## config.mk

```make
export PLATFORM = sky130hd
export DESIGN_NAME = wind_rec2pol
export DESIGN_NICKNAME = d
export VERILOG_FILES = /design/src/rtl/wind_rec2pol.sv
export SDC_FILE = /design/constraint.sdc
export NUM_CORES = 1
export LEC_CHECK = 0
export BUFFER_PORTS_ARGS = -buffer_cell sky130_fd_sc_hd__buf_4
export CAP_MARGIN = 25
export CORE_ASPECT_RATIO = 0.8
export CORE_MARGIN = 2
export CORE_UTILIZATION = 59
export CTS_CLUSTER_DIAMETER = 60
export DETAILED_ROUTE_END_ITERATION = 16
export PLACE_DENSITY = 0.79
export SYNTH_ARGS = -nofsm -noshare
export SYNTH_HDL_FRONTEND = slang
export SYNTH_SLANG_ARGS = --single-unit
```

## constraint.sdc

```tcl
create_clock -name clock -period 6.8 [get_ports clock]
set_input_delay 0.68 -clock clock [delete_from_list [all_inputs] [get_ports clock]]
set_output_delay 0.68 -clock clock [all_outputs]
set_load 0.01 [all_outputs]
```

## src/rtl/wind_rec2pol.sv

```systemverilog
`default_nettype none
// ============================================================================
//  Module      : wind_rec2pol
//  Description : Rectangular (speedX, speedY) to polar (speed, direction)
//                converter using an iterative vectoring CORDIC.
//  Revision    : 1.0 - initial release
// ============================================================================
module wind_rec2pol #(
    parameter int DW   = 16,
    parameter int ITER = 14,
    parameter int AW   = 24
) (
    input  logic          clock,
    input  logic          reset,
    input  logic          in_valid,
    input  logic [DW-1:0] xspeed,
    input  logic [DW-1:0] yspeed,
    output logic          busy,
    output logic          overrun,
    output logic          out_valid,
    output logic [DW-1:0] speed,
    output logic [DW-1:0] direction
);

    // Fractional guard bits below the input LSB keep the truncation of the
    // arithmetic shifts from eating into output accuracy on small vectors.
    localparam int GB = 8;
    localparam int XW = DW + 3 + GB;
    localparam int ZF = 16;
    localparam int ZW = AW + 2;
    localparam int CW = 5;
    localparam int PW = XW + 16;

    localparam logic [15:0]          GAIN     = 16'd39797;
    localparam logic [PW-1:0]        MAG_HALF = PW'(1) << (15 + GB);
    localparam logic signed [ZW-1:0] Z180     = ZW'(180 * 65536);
    localparam logic signed [ZW-1:0] Z360     = ZW'(360 * 65536);
    localparam logic signed [ZW-1:0] DIR_HALF = ZW'(1 << (ZF - 8));
    localparam logic signed [ZW-1:0] DIR_FULL = ZW'(360 * 128);
    localparam logic [XW-1:0]        MAG_MAX  = XW'((1 << DW) - 1);

    typedef enum logic [2:0] {
        S_IDLE = 3'd0,
        S_PRE  = 3'd1,
        S_ITER = 3'd2,
        S_POST = 3'd3,
        S_DONE = 3'd4
    } state_t;

    // atan(2^-i) in degrees, 16 fractional bits
    function automatic logic [AW-1:0] atan_lut(input logic [CW-1:0] i);
        case (i)
            5'd0:    atan_lut = AW'(2949120);
            5'd1:    atan_lut = AW'(1740967);
            5'd2:    atan_lut = AW'(919879);
            5'd3:    atan_lut = AW'(466945);
            5'd4:    atan_lut = AW'(234379);
            5'd5:    atan_lut = AW'(117304);
            5'd6:    atan_lut = AW'(58666);
            5'd7:    atan_lut = AW'(29335);
            5'd8:    atan_lut = AW'(14668);
            5'd9:    atan_lut = AW'(7334);
            5'd10:   atan_lut = AW'(3667);
            5'd11:   atan_lut = AW'(1833);
            5'd12:   atan_lut = AW'(917);
            5'd13:   atan_lut = AW'(458);
            5'd14:   atan_lut = AW'(229);
            5'd15:   atan_lut = AW'(115);
            default: atan_lut = '0;
        endcase
    endfunction

    function automatic logic signed [XW-1:0] ext(input logic [DW-1:0] v);
        ext = {{3{v[DW-1]}}, v, {GB{1'b0}}};
    endfunction

    state_t               state_q, state_d;
    logic [CW-1:0]        cnt_q, cnt_d;
    logic signed [XW-1:0] x_q, x_d, y_q, y_d;
    logic signed [ZW-1:0] z_q, z_d;
    logic                 zero_q, zero_d;
    logic                 pend_full_q, pend_full_d;
    logic [DW-1:0]        pend_x_q, pend_x_d, pend_y_q, pend_y_d;
    logic [DW-1:0]        mag_q, mag_d, dir_q, dir_d;
    logic [DW-1:0]        speed_q, speed_d, direction_q, direction_d;
    logic                 out_valid_q, out_valid_d;
    logic                 overrun_q, overrun_d;

    logic signed [XW-1:0] w_xs, w_ys;
    logic signed [ZW-1:0] w_atan;
    logic [PW-1:0]        w_prod, w_mag_round;
    logic [XW-1:0]        w_mag_full;
    logic signed [ZW-1:0] w_zpos, w_dir_full;
    logic                 w_consume;

    always_comb begin
        w_xs        = x_q >>> cnt_q;
        w_ys        = y_q >>> cnt_q;
        w_atan      = $signed({2'b00, atan_lut(cnt_q)});
        w_prod      = {16'd0, x_q} * {{XW{1'b0}}, GAIN};
        w_mag_round = w_prod + MAG_HALF;
        w_mag_full  = XW'(w_mag_round >> (16 + GB));
        w_zpos      = z_q[ZW-1] ? (z_q + Z360) : z_q;
        w_dir_full  = (w_zpos + DIR_HALF) >>> (ZF - 7);
    end

    always_comb begin
        state_d     = state_q;
        cnt_d       = cnt_q;
        x_d         = x_q;
        y_d         = y_q;
        z_d         = z_q;
        zero_d      = zero_q;
        pend_full_d = pend_full_q;
        pend_x_d    = pend_x_q;
        pend_y_d    = pend_y_q;
        mag_d       = mag_q;
        dir_d       = dir_q;
        speed_d     = speed_q;
        direction_d = direction_q;
        out_valid_d = 1'b0;
        overrun_d   = 1'b0;
        w_consume   = 1'b0;

        unique case (state_q)
            S_IDLE: begin
                if (in_valid) begin
                    x_d     = ext(xspeed);
                    y_d     = ext(yspeed);
                    zero_d  = (xspeed == '0) && (yspeed == '0);
                    state_d = S_PRE;
                end else if (pend_full_q) begin
                    x_d       = ext(pend_x_q);
                    y_d       = ext(pend_y_q);
                    zero_d    = (pend_x_q == '0) && (pend_y_q == '0);
                    w_consume = 1'b1;
                    state_d   = S_PRE;
                end
            end
            S_PRE: begin
                // Fold the left half-plane onto the right; guard bits make -32768 safe.
                if (x_q[XW-1]) begin
                    x_d = -x_q;
                    y_d = -y_q;
                    z_d = Z180;
                end else begin
                    z_d = '0;
                end
                cnt_d   = '0;
                state_d = S_ITER;
            end
            S_ITER: begin
                if (y_q[XW-1]) begin
                    x_d = x_q - w_ys;
                    y_d = y_q + w_xs;
                    z_d = z_q - w_atan;
                end else begin
                    x_d = x_q + w_ys;
                    y_d = y_q - w_xs;
                    z_d = z_q + w_atan;
                end
                cnt_d = cnt_q + 1'b1;
                if (cnt_q == CW'(ITER - 1)) begin
                    state_d = S_POST;
                end
            end
            S_POST: begin
                if (zero_q) begin
                    mag_d = '0;
                    dir_d = '0;
                end else begin
                    mag_d = (w_mag_full > MAG_MAX) ? '1 : DW'(w_mag_full);
                    dir_d = (w_dir_full == DIR_FULL) ? '0 : DW'(w_dir_full);
                end
                state_d = S_DONE;
            end
            S_DONE: begin
                speed_d     = mag_q;
                direction_d = dir_q;
                out_valid_d = 1'b1;
                if (pend_full_q) begin
                    x_d       = ext(pend_x_q);
                    y_d       = ext(pend_y_q);
                    zero_d    = (pend_x_q == '0) && (pend_y_q == '0);
                    w_consume = 1'b1;
                    state_d   = S_PRE;
                end else begin
                    state_d = S_IDLE;
                end
            end
            default: state_d = S_IDLE;
        endcase

        if (w_consume) begin
            pend_full_d = 1'b0;
        end
        if (in_valid && (state_q != S_IDLE)) begin
            overrun_d   = pend_full_q && !w_consume;
            pend_x_d    = xspeed;
            pend_y_d    = yspeed;
            pend_full_d = 1'b1;
        end
    end

    always_ff @(posedge clock or posedge reset) begin
        if (reset) begin
            state_q     <= S_IDLE;
            cnt_q       <= '0;
            x_q         <= '0;
            y_q         <= '0;
            z_q         <= '0;
            zero_q      <= 1'b0;
            pend_full_q <= 1'b0;
            pend_x_q    <= '0;
            pend_y_q    <= '0;
            mag_q       <= '0;
            dir_q       <= '0;
            speed_q     <= '0;
            direction_q <= '0;
            out_valid_q <= 1'b0;
            overrun_q   <= 1'b0;
        end else begin
            state_q     <= state_d;
            cnt_q       <= cnt_d;
            x_q         <= x_d;
            y_q         <= y_d;
            z_q         <= z_d;
            zero_q      <= zero_d;
            pend_full_q <= pend_full_d;
            pend_x_q    <= pend_x_d;
            pend_y_q    <= pend_y_d;
            mag_q       <= mag_d;
            dir_q       <= dir_d;
            speed_q     <= speed_d;
            direction_q <= direction_d;
            out_valid_q <= out_valid_d;
            overrun_q   <= overrun_d;
        end
    end

    assign busy      = (state_q == S_PRE) || (state_q == S_ITER) || (state_q == S_POST);
    assign overrun   = overrun_q;
    assign out_valid = out_valid_q;
    assign speed     = speed_q;
    assign direction = direction_q;

endmodule
`default_nettype wire

```

# Word-level counts from Yosys, hierarchy flattened
# Memory sizes are Yosys's and may differ from the RTL's.
# Cells that the tools add are included.
# totals
regBits,188
mem_bits_ro,352
inputBits,35
output_inout_bits,35
mem_count,1
# classes
add_sub_neg,12
n_mul,1
magnitude_cmp,1
n_eq_ne,9
shift,2
mux,35
n_reduce_logical,19
# mem_list
name,words,word_bits,rd,rd_clocked_by_memory_dff,wr,line,source
(no name shown),16,22,1,0,0,52,case (i)
# ops
cell,count
2-to-1 mux 27 bit,8
case mux 27 bit (4 select lines),2
logical NOT 16 bit,4
2-to-1 mux 16 bit,4
adder 27 bit,2
negator 27 bit,2
>>> shifter 27 x 5 -> 27 bit,2
subtractor 27 bit,2
2-to-1 mux 26 bit,2
case mux 26 bit (2 select lines),1
2-to-1 mux 24 bit,2
"adder 43 x 24 -> 43 bit, second input constant",1
"multiplier 27 x 16 -> 43 bit, second input constant",1
"adder 26 x 10 -> 26 bit, second input constant",1
adder 26 x 25 -> 26 bit,1
"adder 26 bit, second input constant",1
subtractor 26 x 25 -> 26 bit,1
"greater-than comparator 19 x 16 -> 1 bit, second input constant",1
"equality test 17 bit, second input constant",1
case mux 3 bit (5 select lines),1
case mux 5 bit (2 select lines),1
2-to-1 mux 1 bit,9
2-to-1 mux 3 bit,3
"equality test 3 x 2 -> 1 bit, second input constant",2
15 further kinds,24

# Logic depth before layout (Yosys ltp)
# depth
ltp_word,6
ltp_mapped,28
ltp_nobuf,25

# Least setup slack after synthesis
# Ideal clock, no wire load.
# synth_path
path_type,register -> register
start,reg x_q[13]
end,reg mag_q[11]
setup_ns,0.137
t_arrival_ns,6.338
required_ns,6.663
setup_slack_ns,0.325
stages_incl_launch_ff,23
path_buffers,1
period_less_slack_ns,6.475
path_cell_list,dfrtp_1 -> inv_1 -> fa_1 -> fa_1 -> inv_1 -> fa_1 -> fa_1 -> fa_1 -> inv_1 -> fa_1 -> inv_1 -> ha_1 -> o21a_1 -> o21a_1 -> a221oi_1 -> a2bb2oi_1 -> nand2_1 -> a21o_1 -> o21bai_1 -> a21oi_1 -> and2_0 -> clkbuf_1 -> a21oi_1
# synth_via
elab_chain_len,5
# synth_rtl
item,line,source
start: declaration,79,"logic signed [XW-1:0] x_q, x_d, y_q, y_d;"
start signal: assignment,209,x_q <= '0;
start signal: assignment,225,x_q <= x_d;
multiplier 27 x 16 -> 43 bit (*),100,"w_prod = {16'd0, x_q} * {{XW{1'b0}}, GAIN};"
adder 43 x 24 -> 43 bit (*),101,w_mag_round = w_prod + MAG_HALF;
greater-than comparator 19 x 16 -> 1 bit,172,mag_d = (w_mag_full > MAG_MAX) ? '1 : DW'(w_mag_full);
2-to-1 mux 16 bit (*),172,
2-to-1 mux 16 bit (*),168,if (zero_q) begin
end signal: assignment,232,mag_q <= mag_d;
end: declaration,84,"logic [DW-1:0] mag_q, mag_d, dir_q, dir_d;"
# Mark *: on every way between the ends. The rest lies on a longest branch, timed or not.
# A chain may end at the register's enable or synchronous reset.

# Worst setup path after layout
# layout_path
start,reg x_q[14]
end,reg mag_q[15]
# Same word-level chain as after synthesis.

==> flow_summary_export.csv <==
group,metric,value,unit
grt,grt_pass1_wl,140,mm
floorplan,dieHeight,198,um
layout,n_antenna_cell,0,
grt,grt_start_max_net_pins,115,
cts,clock_latency,0.53,ns
layout,final_util,64.3,%
cts,cts_tree,"yes",
worst_setup_path,critPathMaxStageDelay,0.54,ns
worst_setup_path,crit_slowest_cell,"fa_1",
layout,layout_common_cells,"nand2_1, inv_1, ha_1",
logic_synthesis,netlist_instances,3214,
timing,fin_crit,6.52,ns
floorplan,start_util,59.5,%
detailed_routing,vias_per_cell,6.62,
logic_synthesis,ys_ff_latch,188,
layout,fillerInstances,3890,
grt,first_global_vias,24700,
detailed_routing,num_vias,25800,
timing,drv_slew,0,
layout,num-nets-final,3785,
cts,clockBufferDepth,2,
cts,clkTransAtPathRegs,0.08,ns
layout,final_common_cell,"nand2_1",
worst_setup_path,path_cells,"clkinvlp_4 > fa_1 > fa_1 > inv_1 > fa_1 > fa_1 > fa_1 > inv_1 > fa_1 > inv_1 > ha_1 > a21oi_1 > o211ai_1 > a221oi_2 > a2bb2oi_2 > buf_4 > nand4b_1 > a31oi_2 > mux2i_1 > a21oi_2 > nor3_1 > a221o_1",
detailed_routing,routed_wl,90.0,mm
cts,cts_buffers,17,
place,dp_hpwl,69.1,mm
detailed_routing,drtIter0Drc,3112,
floorplan,rows,71,
worst_setup_path,cp.required,7.21,ns
detailed_routing,wl_per_cell,23.1,um
layout,syn_to_final_growth,8.11,%
worst_setup_path,worstSetupEndpointType,"flop",
detailed_routing,final_antenna_net_count,0,
logic_synthesis,synth_edf_count,0,
logic_synthesis,syn_avg_cell_area,8.65,um2
logic_synthesis,synthesis.area,0.0278,mm2
timing,hold_viol_final,0,
logic_synthesis,async_flop_share,100,%
grt,globalRoute.totalOverflow,0,
logic_synthesis,synth_area_leader_cell,"dfrtp_1",
cts,cts_hold_buffers,0,
cts,cts.sinks,188,
floorplan,ios,70,
floorplan,core_area,0.0467,mm2
timing,worst_clock_skew,0.0223,ns
logic_synthesis,synth_top_area_share,16.9,%
logic_synthesis,synth_flop_cell,"dfrtp_1",
worst_setup_path,critPathLaunchType,"flop",
worst_setup_path,critical_path.max_fanout,6,
logic_synthesis,yosysUniqueCellTypes,105,
logic_synthesis,synth_nets,3727,
detailed_routing,drt_pass1_iterations,6,
worst_hold_path,hp-class,"input port to async pin",
place,gp_congestion,1.01,
detailed_routing,drc,0,
layout,drive_above_1_share,12.6,%
status,status,"complete, no violations",
cts,cts-root-buf,"clkbuf_16",
floorplan,dieArea,0.0489,mm2
grt,antenna_found_initial,3,
logic_synthesis,yosysWarnings,0,
timing,slew_headroom,32.5,%
logic_synthesis,seq_area_frac_synth,16.9,%
logic_synthesis,synthTopCellsByArea,"dfrtp_1, ha_1, fa_1",
flow_run,cap_violations,0,
place,io_buffer_count,69,
cts,htree_levels,4,
worst_setup_path,cp_common_cell,"fa_1",
floorplan,die_x,247,um
timing,fin_crit_sh,95.8,%
grt,grt_use_total,37.1,%
worst_setup_path,cp.arrival,6.93,ns
worst_setup_path,crit_type,"flop to flop",
timing,setup_viol_count_final,0,
timing,worst_pin_slew,1.01,ns
timing,max_freq,0.153,GHz
==> flip-flops by register name (all words and copies together) (netlist names) <==
name and flops:
speed 16, dir_q 16, zero_q 1, overrun 1
x_q 27, pend_full_q 1, pend_y_q 16, out_valid 1
direction 16, state_q 3, cnt_q 5, pend_x_q 16
y_q 27, z_q 26, mag_q 16
==> synth_stat cells (31+ instances only) <==
master    number
nand2_1      348
inv_1        315
ha_1         295
o21ai_0      235
a21oi_1      190
dfrtp_1      188
fa_1         183
nor2_1       168
xnor2_1      118
clkbuf_1     112
xor2_1        80
mux2i_1       73
mux2_2        67
a21o_1        65
nand3_1       51
nor3_1        50
mux4_2        48
nor2b_1       38
a31oi_1       34
nand2b_1      31
==> what timing repair did <==
action                                  4_1_cts  5_1_grt
hold endpoints to repair                      0        0
gates resized for setup                       2       15
gates cloned                                  0        1
endpoints found under the setup margin       14       22
setup buffers                                 0        7
pin swaps                                     0        3
==> per-stage QoR <==
stage	hold slack [ns]	instance area [um2]	TNS, ns	std cells	setup slack (ns)
floorplan	0.433	27800	0	3214	0.325
global placement	0.452	29300	0	3864	0.0924
detailed placement	0.454	29300	-1.54	3865	-0.129
CTS	0.356	29900	0	3897	0.114
global route	0.331	30000	-0.0714	3905	-0.0542
finish	0.242	30000	0	3905	0.284
==> cell type report <==
| type | instances | area [um2] | area share, % |
|---|---|---|---|
| clock inverters | 13 | 145 | 0.483 |
| flip-flops and latches | 188 | 4720 | 15.7 |
| inverters | 324 | 1230 | 4.11 |
| clock buffers | 19 | 433 | 1.44 |
| well taps | 620 | 776 | 2.58 |
| multi-input cells | 2540 | 21200 | 70.5 |
| repair buffers | 201 | 1560 | 5.20 |
==> kinds of logic after synthesis <==
kind of cell | count (synthesis) | synth area share, %
AOI/OAI and AO/OA | 820 | 19.0
xor gates and xnor gates | 199 | 6.32
adders and majority gates | 479 | 26.5
buffers and inverters | 487 | 7.10
DFF | 188 | 16.9
muxes | 192 | 9.45
and+or+nand+nor | 849 | 14.7
==> final timing paths <==
path                            slack, ns  cells after the start  startpoint             to
worst max-delay path                 0.28                     22     x_q[14]      mag_q[15]
worst min-delay path                 0.24                      2       reset  direction[11]
worst max register to register       0.28                     22     x_q[14]      mag_q[15]
worst min register to register       0.47                      2   mag_q[14]      speed[14]
max in group asynchronous            5.20                      3       reset    pend_full_q
min in group clock                   0.40                      2   yspeed[2]    pend_y_q[2]
==> critical path: cells and delay by family (launching register included) <==
| family | cells | cell delay [ns] |
|---|---|---|
| simple gates | 2 | 0.27 |
| flops | 1 | 0.39 |
| buf+inv | 5 | 0.48 |
| mux | 1 | 0.12 |
| fa+ha+maj | 7 | 3.41 |
| compound gates | 7 | 1.69 |
==> per-layer routing <==
metal  wire length, um  GRT usage [%]
met1             37800           53.2
met2             38800           54.6
met3             10600           9.42
met4              2770           12.0
met5                13              0
Power is left out: the tool's default activity adds up to more than one toggle a clock period on the data nets, which glitch-free logic cannot reach.
